--- config.mk ---
export PLATFORM = sky130hd
export DESIGN_NAME = bsg_dmc_dly_calib_ctrl
export DESIGN_NICKNAME = d
export VERILOG_FILES = /design/src/rtl/bsg_dmc_dly_calib_ctrl.sv
export SDC_FILE = /design/constraint.sdc
export NUM_CORES = 1
export LEC_CHECK = 0
export ABC_AREA = 1
export CAP_MARGIN = 40
export CORE_ASPECT_RATIO = 0.75
export CORE_MARGIN = 8
export CORE_UTILIZATION = 45
export CTS_BUF_LIST = sky130_fd_sc_hd__clkbuf_8
export CTS_CLUSTER_DIAMETER = 50
export DETAILED_ROUTE_END_ITERATION = 7
export SLEW_MARGIN = 10
export SYNTH_ARGS = -nofsm -noshare
export SYNTH_HDL_FRONTEND = slang
export SYNTH_SLANG_ARGS = --single-unit
--- constraint.sdc ---
create_clock -name clk_i -period 2.5 [get_ports clk_i]
set_clock_uncertainty 0.05 [all_clocks]
set_input_delay 0.25 -clock clk_i [delete_from_list [all_inputs] [get_ports clk_i]]
set_output_delay 0.25 -clock clk_i [all_outputs]
set_load 0.01 [all_outputs]
--- src/rtl/bsg_dmc_dly_calib_ctrl.sv ---
// bsg_dmc_dly_calib_ctrl: sweeps DQS delay taps, finds each group's first passing window, programs its center.
// Revision 1.0
`default_nettype none

module bsg_dmc_dly_calib_ctrl #(
  parameter int dq_group_p      = 4,
  parameter int tap_width_p     = 6,
  parameter int settle_cycles_p = 16
) (
  input  logic                              clk_i,
  input  logic                              reset_n_i,
  input  logic                              start_i,
  output logic                              busy_o,
  output logic                              done_o,
  output logic                              tap_v_o,
  input  logic                              tap_ready_i,
  output logic [dq_group_p*tap_width_p-1:0] tap_o,
  output logic                              train_v_o,
  input  logic                              train_ready_i,
  input  logic                              result_v_i,
  input  logic [dq_group_p-1:0]             result_pass_i,
  output logic [dq_group_p-1:0]             window_valid_o
);

  localparam int cnt_w_lp = (settle_cycles_p > 1) ? $clog2(settle_cycles_p) : 1;
  localparam logic [cnt_w_lp-1:0] settle_init_lp = cnt_w_lp'(settle_cycles_p - 1);

  localparam logic [2:0] IDLE     = 3'd0;
  localparam logic [2:0] SET_TAP  = 3'd1;
  localparam logic [2:0] SETTLE   = 3'd2;
  localparam logic [2:0] TRAIN    = 3'd3;
  localparam logic [2:0] WAIT_RES = 3'd4;
  localparam logic [2:0] CENTER   = 3'd5;
  localparam logic [2:0] APPLY    = 3'd6;
  localparam logic [2:0] DONE     = 3'd7;

  logic [2:0]                             state_q, state_d;
  logic [tap_width_p-1:0]                 sweep_q, sweep_d;
  logic [cnt_w_lp-1:0]                    cnt_q, cnt_d;
  logic [dq_group_p-1:0][tap_width_p-1:0] tap_q, tap_d;
  logic [dq_group_p-1:0]                  found_q, found_d;
  logic [dq_group_p-1:0]                  closed_q, closed_d;
  logic [dq_group_p-1:0][tap_width_p-1:0] first_q, first_d;
  logic [dq_group_p-1:0][tap_width_p-1:0] last_q, last_d;
  logic [dq_group_p-1:0]                  window_valid_q, window_valid_d;

  logic [tap_width_p-1:0]                 sweep_inc;
  logic [dq_group_p-1:0][tap_width_p-1:0] center_tap;

  assign sweep_inc = sweep_q + tap_width_p'(1);

  // Sum is one bit wider than a tap so first+last never wraps before halving.
  for (genvar g = 0; g < dq_group_p; g++) begin : g_center
    logic [tap_width_p:0] sum;
    assign sum           = {1'b0, first_q[g]} + {1'b0, last_q[g]};
    assign center_tap[g] = tap_width_p'(sum >> 1);
  end

  always_comb begin
    state_d        = state_q;
    sweep_d        = sweep_q;
    cnt_d          = cnt_q;
    tap_d          = tap_q;
    found_d        = found_q;
    closed_d       = closed_q;
    first_d        = first_q;
    last_d         = last_q;
    window_valid_d = window_valid_q;

    case (state_q)
      IDLE: begin
        if (start_i) begin
          state_d        = SET_TAP;
          sweep_d        = '0;
          tap_d          = '0;
          found_d        = '0;
          closed_d       = '0;
          first_d        = '0;
          last_d         = '0;
          window_valid_d = '0;
        end
      end

      SET_TAP: begin
        if (tap_ready_i) begin
          state_d = SETTLE;
          cnt_d   = settle_init_lp;
        end
      end

      SETTLE: begin
        if (cnt_q == '0) state_d = TRAIN;
        else             cnt_d   = cnt_q - cnt_w_lp'(1);
      end

      TRAIN: begin
        if (train_ready_i) state_d = WAIT_RES;
      end

      WAIT_RES: begin
        if (result_v_i) begin
          // Only the first contiguous passing run per group is kept.
          for (int g = 0; g < dq_group_p; g++) begin
            if (result_pass_i[g] && !found_q[g]) begin
              found_d[g] = 1'b1;
              first_d[g] = sweep_q;
              last_d[g]  = sweep_q;
            end else if (result_pass_i[g] && !closed_q[g]) begin
              last_d[g]  = sweep_q;
            end else if (!result_pass_i[g] && found_q[g]) begin
              closed_d[g] = 1'b1;
            end
          end
          if (sweep_q == '1) begin
            state_d = CENTER;
          end else begin
            state_d = SET_TAP;
            sweep_d = sweep_inc;
            for (int g = 0; g < dq_group_p; g++) tap_d[g] = sweep_inc;
          end
        end
      end

      CENTER: begin
        state_d = APPLY;
        for (int g = 0; g < dq_group_p; g++) begin
          tap_d[g]          = found_q[g] ? center_tap[g] : '0;
          window_valid_d[g] = found_q[g];
        end
      end

      APPLY: begin
        if (tap_ready_i) state_d = DONE;
      end

      DONE: state_d = IDLE;

      default: state_d = IDLE;
    endcase
  end

  always_ff @(posedge clk_i or negedge reset_n_i) begin
    if (!reset_n_i) begin
      state_q        <= IDLE;
      sweep_q        <= '0;
      cnt_q          <= '0;
      tap_q          <= '0;
      found_q        <= '0;
      closed_q       <= '0;
      first_q        <= '0;
      last_q         <= '0;
      window_valid_q <= '0;
    end else begin
      state_q        <= state_d;
      sweep_q        <= sweep_d;
      cnt_q          <= cnt_d;
      tap_q          <= tap_d;
      found_q        <= found_d;
      closed_q       <= closed_d;
      first_q        <= first_d;
      last_q         <= last_d;
      window_valid_q <= window_valid_d;
    end
  end

  assign busy_o         = (state_q != IDLE);
  assign done_o         = (state_q == DONE);
  assign tap_v_o        = (state_q == SET_TAP) || (state_q == APPLY);
  assign train_v_o      = (state_q == TRAIN);
  assign tap_o          = tap_q;
  assign window_valid_o = window_valid_q;

endmodule

`default_nettype wire

==> impl_metrics.json, run 1 <==
{
  "drt_iter0_drc": 274,
  "cts_buffer_depth": 2,
  "power_frac_comb": 0.367,
  "worstPathRequired_ps": 2200,
  "drv_cap": 0,
  "criticalPathCategory": "flop to output pin",
  "path_max_fanout": 8,
  "fin_ws_ps": 315,
  "finalHoldViolations": 0,
  "clockPowerShare": 0.251,
  "nets": 718,
  "synth-seq-area-share": 0.460,
  "worst_slew_margin_rel": 0.497,
  "synth_xor_area_frac": 0.00665,
  "syn_to_final_growth_pct": 15.2,
  "die_w_microns": 141,
  "vias": 4311,
  "synthSimpleGateAreaFrac": 0.259,
  "start_util": 0.457,
  "tns_ps": 0,
  "fin_crit_ps": 2190,
  "setup_violations": 0,
  "p_int_uw": 3040,
  "drv_slew": 0,
  "synth_fa_ha_area_frac": 0.0674,
  "ant_nets": 0,
  "hp-class": "primary input to async pin",
  "synth_area_sq_um": 5270,
  "rsz0062_at_grt": "no",
  "antenna_found_initial": 0,
  "power_density_nw_per_um2": 827,
  "dpl.cell_count": 832,
  "grt_pass1_wl_mm": 21.4,
  "post-cts-setup-buffers": 0,
  "io_pins": 42,
  "synth_top_area_share": 0.460,
  "ys_warn_count": 0,
  "hpwl_mm": 9.63,
  "instances_no_fill": 849,
  "synthesis.nets": 675,
  "synthTopCellsByArea": "dfrtp_1, nand2_1, ha_1",
  "drt_wl_total_mm": 13.2,
  "overflow": 0,
  "outcome": "finished, final reports clean",
  "die-area_sq_um": 15500,
  "firstDrtPassIters": 5,
  "antenna_cells": 0,
  "viasPerCell": 5.08,
  "grt_max_degree": 58,
  "end_kind": "output pin",
  "seq_power_share": 0.382,
  "drc_errors": 0,
  "die_height_microns": 110,
  "synth_top_family_by_area": "simple AND/OR/NAND/NOR gates",
  "drive_gt1_frac": 0.106,
  "worstMarginPinSlew_ps": 754,
  "num_rows": 34,
  "insertion_delay_ps": 370,
  "clk_pin_slew_ps": 90,
  "top_usage_layer": "met2",
  "final_core_util": 0.527,
  "htree_num_levels": 3,
  "synthesis.area_per_instance_sq_um": 8.25,
  "cts-resized-gates": 0,
  "total_leakage_power_uw": 0.00301,
  "use_met1": 0.255,
  "root_buffer": "clkbuf_8",
  "tritoncts": "done",
  "yosysTopAreaCell": "dfrtp_1",
  "place_ws_ps": 471,
  "start_kind": "flop",
  "fmax_ghz": 0.458,
  "peakVddDrop_v": 0.000384,
  "sw_frac_of_total": 0.395,
  "synth_mux_area_frac": 0,
  "cp_data_arrival_time_ps": 1890,
  "synth_compound_area_frac": 0.141,
  "gr-usage-all-layers": 0.178,
  "cts_hold_buf": 1,
  "switching_power_uw": 1980,
  "numCtsBuffers": 9,
  "cts_sinks": 97,
  "synth_seq_cells": 97,
  "netlist_instances": 639,
  "coreArea_sq_um": 11500,
  "wl_per_cell_microns": 15.5,
  "grt_pass1_vias": 4100,
  "final.period_utilization": 0.874,
  "grt_util_met3": 0.0390,
  "power.total_uw": 5020,
  "grt_use_met2": 0.267,
  "gp_congestion": 0.830,
  "port_buffers": 41,
  "synthDistinctLibCells": 37
}
cell families (layout without fill, tap and decap cells):
kind of cell / Yosys count / count (layout)
buffers and inverters: 72 / 120
adder cells (fa/ha/maj): 26 / 26
AND/OR/NAND/NOR: 311 / 311
flip-flops: 97 / 97
XOR/XNOR: 4 / 4
AO/OA/AOI/OAI: 129 / 129
per-stage QoR:
| step | instance area [sq um] | hold slack [ps] |
|---|---|---|
| global placement | 5790 | 224 |
| global route | 6070 | 396 |
| detailed placement | 5810 | 227 |
| floorplan | 5270 | -95.6 |
| finish | 6070 | 348 |
| CTS | 6070 | 360 |
power groups by stage:
stage                     sequential [uW]  clock [uW]  combinational [uW]
final                                1920        1260                1840
after global routing                 1940        1350                2030
after CTS                            1920        1290                1860
after detailed placement             1940           0                1850
after global placement               1940           0                1780
after floorplan                      1930           0                1410
state kept, by name, indices dropped and copies added, names as in the netlist:
| signal | cells |
|---|---|
| window_valid_o | 4 |
| tap_o | 24 |
| closed_q | 4 |
| first_q | 24 |
| last_q | 24 |
| cnt_q | 4 |
| state_q | 3 |
| sweep_q | 6 |
| found_q | 4 |
routing by layer:
layer,share of wire,wire (microns),vias to the layer above
met3,0.048,627,13
li1,-,-,2167
met4,0.013,175,0
met1,0.52,6830,2038
met2,0.42,5540,93
met5,0,0,-
cells in the final DEF (no fill, tap or decap), types with 3 or more instances in the layout:
cell             count
buf_4                5
bufinv_16            3
dfrtp_1             97
inv_1               53
nand3_1             29
inv_2                3
o21ai_2             16
nor3_1               3
clkbuf_8            10
fa_1                 4
nand2_1            207
ha_1                22
a21oi_1             25
nand2_4              4
clkdlybuf4s50_1     40
o21ai_0             46
nand4_1              7
nand2_2             13
nor2_1              34
o21ai_1             31
nand3b_1             4
a21oi_2              4
Yosys cell counts, drive strengths merged:
cell,number
nand2,224
dfrtp,97
o21ai,93
inv,56
nor2,39
nand3,30
a21oi,29
ha,22
buf,15
nand4,7
fa,4
nand3b,4
nor3,3
a31o,2
nor3b,2
xnor2,2
xor2,2
a21o,1
a22oi,1
a31oi,1
clkbuf,1
nand2b,1
o22a,1
o31ai,1
or2,1
worst max-delay path, cell delays in order (launching register included):
cell and delay, ps:
dfrtp_1 500, inv_1 200, nor3_1 240, clkdlybuf4s50_1 590
area by class of cell:
type | instances | area [sq um]
Fill cell | 1069 | 5460
Timing Repair Buffer | 48 | 483
Inverter | 56 | 210
Tap cell | 162 | 203
Clock inverter | 6 | 115
Sequential cell | 97 | 2430
Multi-Input combinational cell | 470 | 2500
Clock buffer | 10 | 138
path summary, 6_finish.rpt:
check | from | endpoint | slack [ps] | cells past startpoint
max | state_q[2] | done_o | 310 | 3
min | reset_n_i | first_q[13] | 350 | 2
max reg2reg | state_q[2] | tap_o[6] | 480 | 7
min reg2reg | last_q[6] | last_q[6] | 440 | 2
max in group asynchronous | reset_n_i | found_q[1] | 1370 | 3
min in group clk_i | last_q[6] | last_q[6] | 440 | 2
No activity file was read; power rests on OpenSTA's default activity.
==> run 2: changes to the inputs <==
--- a/config.mk
+++ b/config.mk
@@ -13,6 +13,7 @@
 export CTS_BUF_LIST = sky130_fd_sc_hd__clkbuf_8
 export CTS_CLUSTER_DIAMETER = 50
 export DETAILED_ROUTE_END_ITERATION = 7
+export GPL_TIMING_DRIVEN = 1
 export SLEW_MARGIN = 10
 export SYNTH_ARGS = -nofsm -noshare
 export SYNTH_HDL_FRONTEND = slang
==> results of run 2 <==
Same layout as run 1: the final DEF is identical, and so are final timing and power.
==> run 3: changes to the inputs <==
--- a/config.mk
+++ b/config.mk
@@ -5,12 +5,11 @@
 export SDC_FILE = /design/constraint.sdc
 export NUM_CORES = 1
 export LEC_CHECK = 0
-export ABC_AREA = 1
 export CAP_MARGIN = 40
 export CORE_ASPECT_RATIO = 0.75
 export CORE_MARGIN = 8
 export CORE_UTILIZATION = 45
-export CTS_BUF_LIST = sky130_fd_sc_hd__clkbuf_8
+export CTS_BUF_LIST = sky130_fd_sc_hd__clkbuf_2
 export CTS_CLUSTER_DIAMETER = 50
 export DETAILED_ROUTE_END_ITERATION = 7
 export GPL_TIMING_DRIVEN = 1
==> run 3 against run 2 <==
  * Design area down 2.5%
  * Synthesized cell count down 23%
  * Worst hold slack worse by 64 ps
  * Global-route usage up 0.65 points
  * Fmax down 9.2%
  * Routed wire length up 2.5%
  * First-iteration DRC count down 1.1%
  * Final cell count down 18%
  * Non-clock buffer count up 15
  * Via count down 7.8%
  * Register-to-register slack worse by 390 ps
==> impl_metrics.json, run 3 <==
{
  "path_max_fanout": 30,
  "drv_cap": 0,
  "final.period_utilization": 0.962,
  "power_density_nw_per_um2": 883,
  "gp_congestion": 0.839,
  "end_kind": "flop",
  "yosysTopAreaCell": "dfrtp_1",
  "vias": 3975,
  "rsz0062_at_grt": "yes",
  "root_buffer": "clkbuf_2",
  "peakVddDrop_v": 0.000355,
  "synthesis.nets": 525,
  "gr-usage-all-layers": 0.184,
  "final_cell_mix": "dfrtp_1, mux2_2, nand2_1",
  "hp-class": "primary input to flop",
  "worstPathRequired_ps": 2930,
  "outcome": "finished, final reports clean",
  "worst_slew_margin_rel": 0.565,
  "synth_top_area_share": 0.471,
  "antenna_cells": 0,
  "num_rows": 34,
  "fin_crit_ps": 2410,
  "synth_edf_count": 0,
  "nets": 579,
  "io_pins": 42,
  "final_common_cell": "dfrtp_1",
  "cp_data_arrival_time_ps": 2830,
  "die-area_sq_um": 15200,
  "synth_seq_cells": 97,
  "total_leakage_power_uw": 0.00277,
  "overflow": 0,
  "ys.flop_type": "dfrtp_1",
  "wl_per_cell_microns": 19.5,
  "die_height_microns": 109,
  "start_util": 0.454,
  "netlist_top_cells_count": "dfrtp_1, mux2_2, nand2_1",
  "hold-path-cell-count": 4,
  "grt_pass1_vias": 3883,
  "drt_wl_total_mm": 13.5,
  "numCtsBuffers": 9,
  "netlist_instances": 489,
  "synth-seq-area-share": 0.471,
  "firstDrtPassIters": 5,
  "design_area_sq_um": 5920,
  "viasPerCell": 5.74,
  "tritoncts": "done",
  "grt_max_degree": 82,
  "ys_warn_count": 0,
  "cts_sinks": 97,
  "criticalPathCategory": "flop to flop",
  "fmax_ghz": 0.416,
  "clk_pin_slew_ps": 280,
  "worstMarginPinSlew_ps": 647,
  "yosysMostFrequentCell": "dfrtp_1",
  "ant_nets": 0,
  "finalHoldViolations": 0,
  "drt_iter0_drc": 271,
  "synthDistinctLibCells": 47,
  "syn_to_final_growth_pct": 14.9,
  "grt_pass1_wl_mm": 21.7,
  "setup_violations": 0,
  "htree_num_levels": 3,
  "drive_gt1_frac": 0.182,
  "die_w_microns": 140,
  "insertion_delay_ps": 580,
  "rr_worst_depth": 5,
  "synth_area_sq_um": 5150,
  "drv_slew": 0,
  "synthTopCellsByArea": "dfrtp_1, mux2_2, ha_1",
  "coreArea_sq_um": 11400,
  "start_kind": "flop",
  "hpwl_mm": 9.57,
  "antenna_found_initial": 0,
  "placed_cell_area_sq_um": 5760,
  "port_buffers": 41,
  "drc_errors": 0,
  "async_flop_share": 1.00,
  "holdWs_ps": 283,
  "synthesis.area_per_instance_sq_um": 10.5,
  "cts_buffer_depth": 2
}
## run 3: cell families (layout without fill, tap and decap cells)
| kind of cell | Yosys count | count (layout) | synth area share |
|---|---|---|---|
| AND/OR/NAND/NOR | 138 | 138 | 0.134 |
| flip-flops | 97 | 97 | 0.471 |
| multiplexers | 52 | 52 | 0.112 |
| AO/OA/AOI/OAI | 125 | 125 | 0.158 |
| XOR/XNOR | 14 | 14 | 0.0238 |
| buffers and inverters | 37 | 96 | 0.0323 |
| adder cells (fa/ha/maj) | 26 | 26 | 0.0690 |
## run 3: area by class of cell
cell class,instances,area [sq um]
clock inverters,6,35.0
multi-input cells,355,2570
repair buffers,63,588
well taps,144,180
clock buffers,10,50.0
fillers,1031,5440
inverters,17,67.6
flip-flops and latches,97,2430
## run 3: metal layers
layer | vias to the layer above | global-route usage | share of wire | wire length (microns)
li1 | 1878 | - | - | -
met1 | 1975 | 0.258 | 0.49 | 6570
met2 | 100 | 0.278 | 0.44 | 5890
met3 | 22 | 0.0468 | 0.059 | 800
met4 | 0 | 0.0556 | 0.018 | 244
met5 | - | 0 | 0 | 0
## run 3: per-stage QoR
stage / utilization / total power, uW / setup slack (ps) / TNS (ps) / std cells
2_1_floorplan: - / 3720 / 410 / 0 / 489
3_3_place_gp: 0.507 / 4430 / 130 / 0 / 668
3_5_place_dp: 0.507 / 4490 / 107 / 0 / 669
4_1_cts: 0.518 / 5190 / 16.7 / 0 / 689
5_1_grt: 0.521 / 5590 / -19.6 / -48.8 / 692
6_report: 0.521 / 5230 / 94.3 / 0 / 692
## run 3: worst paths after layout
kind	from	end	slack, ps
max in group asynchronous	reset_n_i	first_q[14]	820
min reg2reg	tap_o[6]	tap_o[6]	470
max reg2reg	sweep_q[0]	tap_o[10]	90
min	train_ready_i	state_q[0]	280
max	sweep_q[0]	tap_o[10]	90
min in group asynchronous	reset_n_i	last_q[12]	540
## run 3: worst max-delay path, cell delays in order, from the launching register on
cell     delay [ps]
dfrtp_1         520
ha_1            270
and3_1          230
a32o_1          350
or3_4           520
a211o_1         340
## run 3: timing repair
item,CTS,global route
setup buffers,1,3
gates cloned,0,0
endpoints found under the hold margin,97,0
hold buffers,3,0
setup endpoints to repair,3,8
resized for setup,2,3
pin swaps,0,0
## run 3: power breakdown
part           switching [uW]  internal, uW  total (uW)
Clock                     539           130         669
Combinational            1370          1040        2400
Sequential                258          1890        2150
==> RTL edit (config.mk and constraints of run 3) <==
Make the reset (`reset_n_i`) synchronous in one clocked block.
--- a/src/rtl/bsg_dmc_dly_calib_ctrl.sv
+++ b/src/rtl/bsg_dmc_dly_calib_ctrl.sv
@@ -139,7 +139,7 @@
     endcase
   end
 
-  always_ff @(posedge clk_i or negedge reset_n_i) begin
+  always_ff @(posedge clk_i) begin
     if (!reset_n_i) begin
       state_q        <= IDLE;
       sweep_q        <= '0;
Formal check against the unedited RTL: differs if reset_n_i is asserted again (counterexample within 4 cycles, from zero or initial values and one cycle with reset_n_i low); with reset_n_i held inactive, the same outputs for 10 cycles.
==> RTL edit against run 3 <==
Non-clock buffer count is 1 lower; wire length is 4.1% lower; synthesized area is 5.3% lower; count of clock-buffer cells in the layout is 2 higher; highest routed layer unchanged; cell count is 6.9% higher; via count is 3.7% higher; first-iteration DRC count is 34% higher; sequential cell count stayed put; utilization is 0.26 points higher; setup slack better by 91 ps; fmax is 3.9% higher; total power is 27% lower; cell area is 5.0% lower.
==> RTL edit: results (changes against run 3) <==
| Metric | Value |
|---|---|
| Pin count of the biggest net entering global routing | `35 (was 82)` |
| Half-perimeter wire length after placement | `9560 um (was 9570 um)` |
| Met2 global-route usage | `27.7% (was 27.8%)` |
| Detailed-route vias per instance | `5.57 (was 5.74)` |
| Worst Setup EP | `busy_o (was tap_o[10]$_DFFE_PN0P_)` |
| Number of global-route vias before repair | `3882 (was 3883)` |
| Count of input and output buffers | `41 (unchanged)` |
| Routed met3 length | `705 um (was 800 um)` |
| Source-to-sink clock delay at the later pin of the worst-skew pair | `between 500 and 600 ps` |
| Period utilization | `92.6% (was 96.2%)` |
| Highest fanout seen on the critical path | `6 (was 30)` |
| Net count of the mapped netlist | `584 (was 525)` |
| Predominant post-synthesis flop cell | `dfxtp_1 (was dfrtp_1)` |
| Global-route total usage across every layer | `18.2% (was 18.4%)` |
| Slew at the pin closest to its max-slew limit | `681 ps (was 647 ps)` |
| Synth top cells by count | `dfxtp_1, nor2_1, mux2i_1, nand2_1, a21oi_1 (was dfrtp_1, mux2_2, nand2_1, o21ai_0)` |
| Sequential area share after synthesis | `39.8% (was 47.1%)` |
| Final weighted congestion in routability-driven placement | `0.851 (was 0.839)` |
| Hold depth | `2 (was 4)` |
| Startpoint of the most critical setup path | `state_q[2]$_SDFFE_PN0P_ (was sweep_q[0]$_DFFE_PN0P_)` |
| Leakage power of the design | `2.27 nW (was 2.77 nW)` |
| Register-to-register path setup slack | `190 ps (was 90 ps)` |
| IR drop worst, VDD | `0.288 mV (was 0.355 mV)` |
| Cell types occupying the most area after synthesis | `dfxtp_1, mux2i_1, nor2_1, ha_1, nand2_1 (was dfrtp_1, mux2_2, ha_1, o21ai_0, nand2_1)` |
| Number of cells traversed by the worst register-to-register path | `7 (was 5)` |
| Number of library cell types mapped by synthesis | `49 (was 47)` |
| Proportion of synthesized flip-flops having asynchronous set or reset | `0% (was 100%)` |
| Hold path startpoint | `reset_n_i (was train_ready_i)` |
| FF-to-FF Start | `first_q[19]$_SDFFE_PN0P_ (was sweep_q[0]$_DFFE_PN0P_)` |
| Post-detailed-routing wire length | `12900 um (was 13500 um)` |
| NumNets Final | `631 (was 579)` |
| Worst path arrival time | `2010 ps (was 2830 ps)` |
| Metal1 wirelength | `6450 um (was 6570 um)` |
| Critical register-to-register path endpoint | `tap_o[23]$_SDFFE_PN0P_ (was tap_o[10]$_DFFE_PN0P_)` |
| Count of filler cells inserted in the layout | `1019 (was 1031)` |
| Outcome | `finished, final reports clean (unchanged)` |
| Met3 Track Usage GR | `3.91% (was 4.68%)` |
==> RTL edit: cell count changes after synthesis, sizes merged, moves of 7 or more <==
cell    change
nand2      +10
nor4        -7
nand4       +8
nor2       +59
dfxtp      +97
mux2       -44
clkbuf     +10
and3       -15
mux2i      +47
dfrtp      -97
and2        +9
o21ai      -16
==> RTL edit: stage by stage <==
step	setup slack, ps	hold slack (ps)	area (sq um)	std cells
floorplan	654	377	4880	548
global placement	249	398	5460	717
detailed placement	150	400	5460	718
CTS	13.0	339	5590	736
global route	94.1	378	5620	740
finish	185	341	5620	740
==> RTL edit: cells by family (layout without fill, tap and decap cells) <==
family          Yosys count  count (layout)  synth area share (%)
simple gates            200             200                  18.6
compound gates          116             116                  17.3
flops                    97              97                  39.8
mux                      55              55                  11.3
buf+inv                  42              94                  3.59
fa+ha+maj                26              26                  7.28
xor+xnor                 12              12                  2.15
==> RTL edit: worst max-delay path, cell delays in order (launching register included) <==
cell	delay (ps)
dfxtp_4	430
buf_4	150
or3_1	360
clkdlybuf4s50_1	490
==> RTL edit: layout make-up <==
class | count | area share, %
Sequential cell | 97 | 34.7
Inverter | 16 | 1.07
Clock buffer | 12 | 1.07
Tap cell | 140 | 3.12
Multi-Input combinational cell | 409 | 49.2
Timing Repair Buffer | 62 | 10.1
Clock inverter | 4 | 0.779
==> RTL edit: power by group <==
part           total, mW  leakage (nW)  internal, mW  switching, mW
combinational       1.29          1.41         0.511          0.780
sequential          1.76         0.786          1.65          0.105
clock              0.750        0.0734         0.237          0.513
total               3.80          2.27          2.40           1.40
==> RTL edit: what timing repair did <==
| item | CTS | global route |
|---|---|---|
| setup endpoints to repair | 2 | 1 |
| hold buffers | 0 | 0 |
| gates resized for setup | 5 | 2 |
| setup buffers | 2 | 4 |
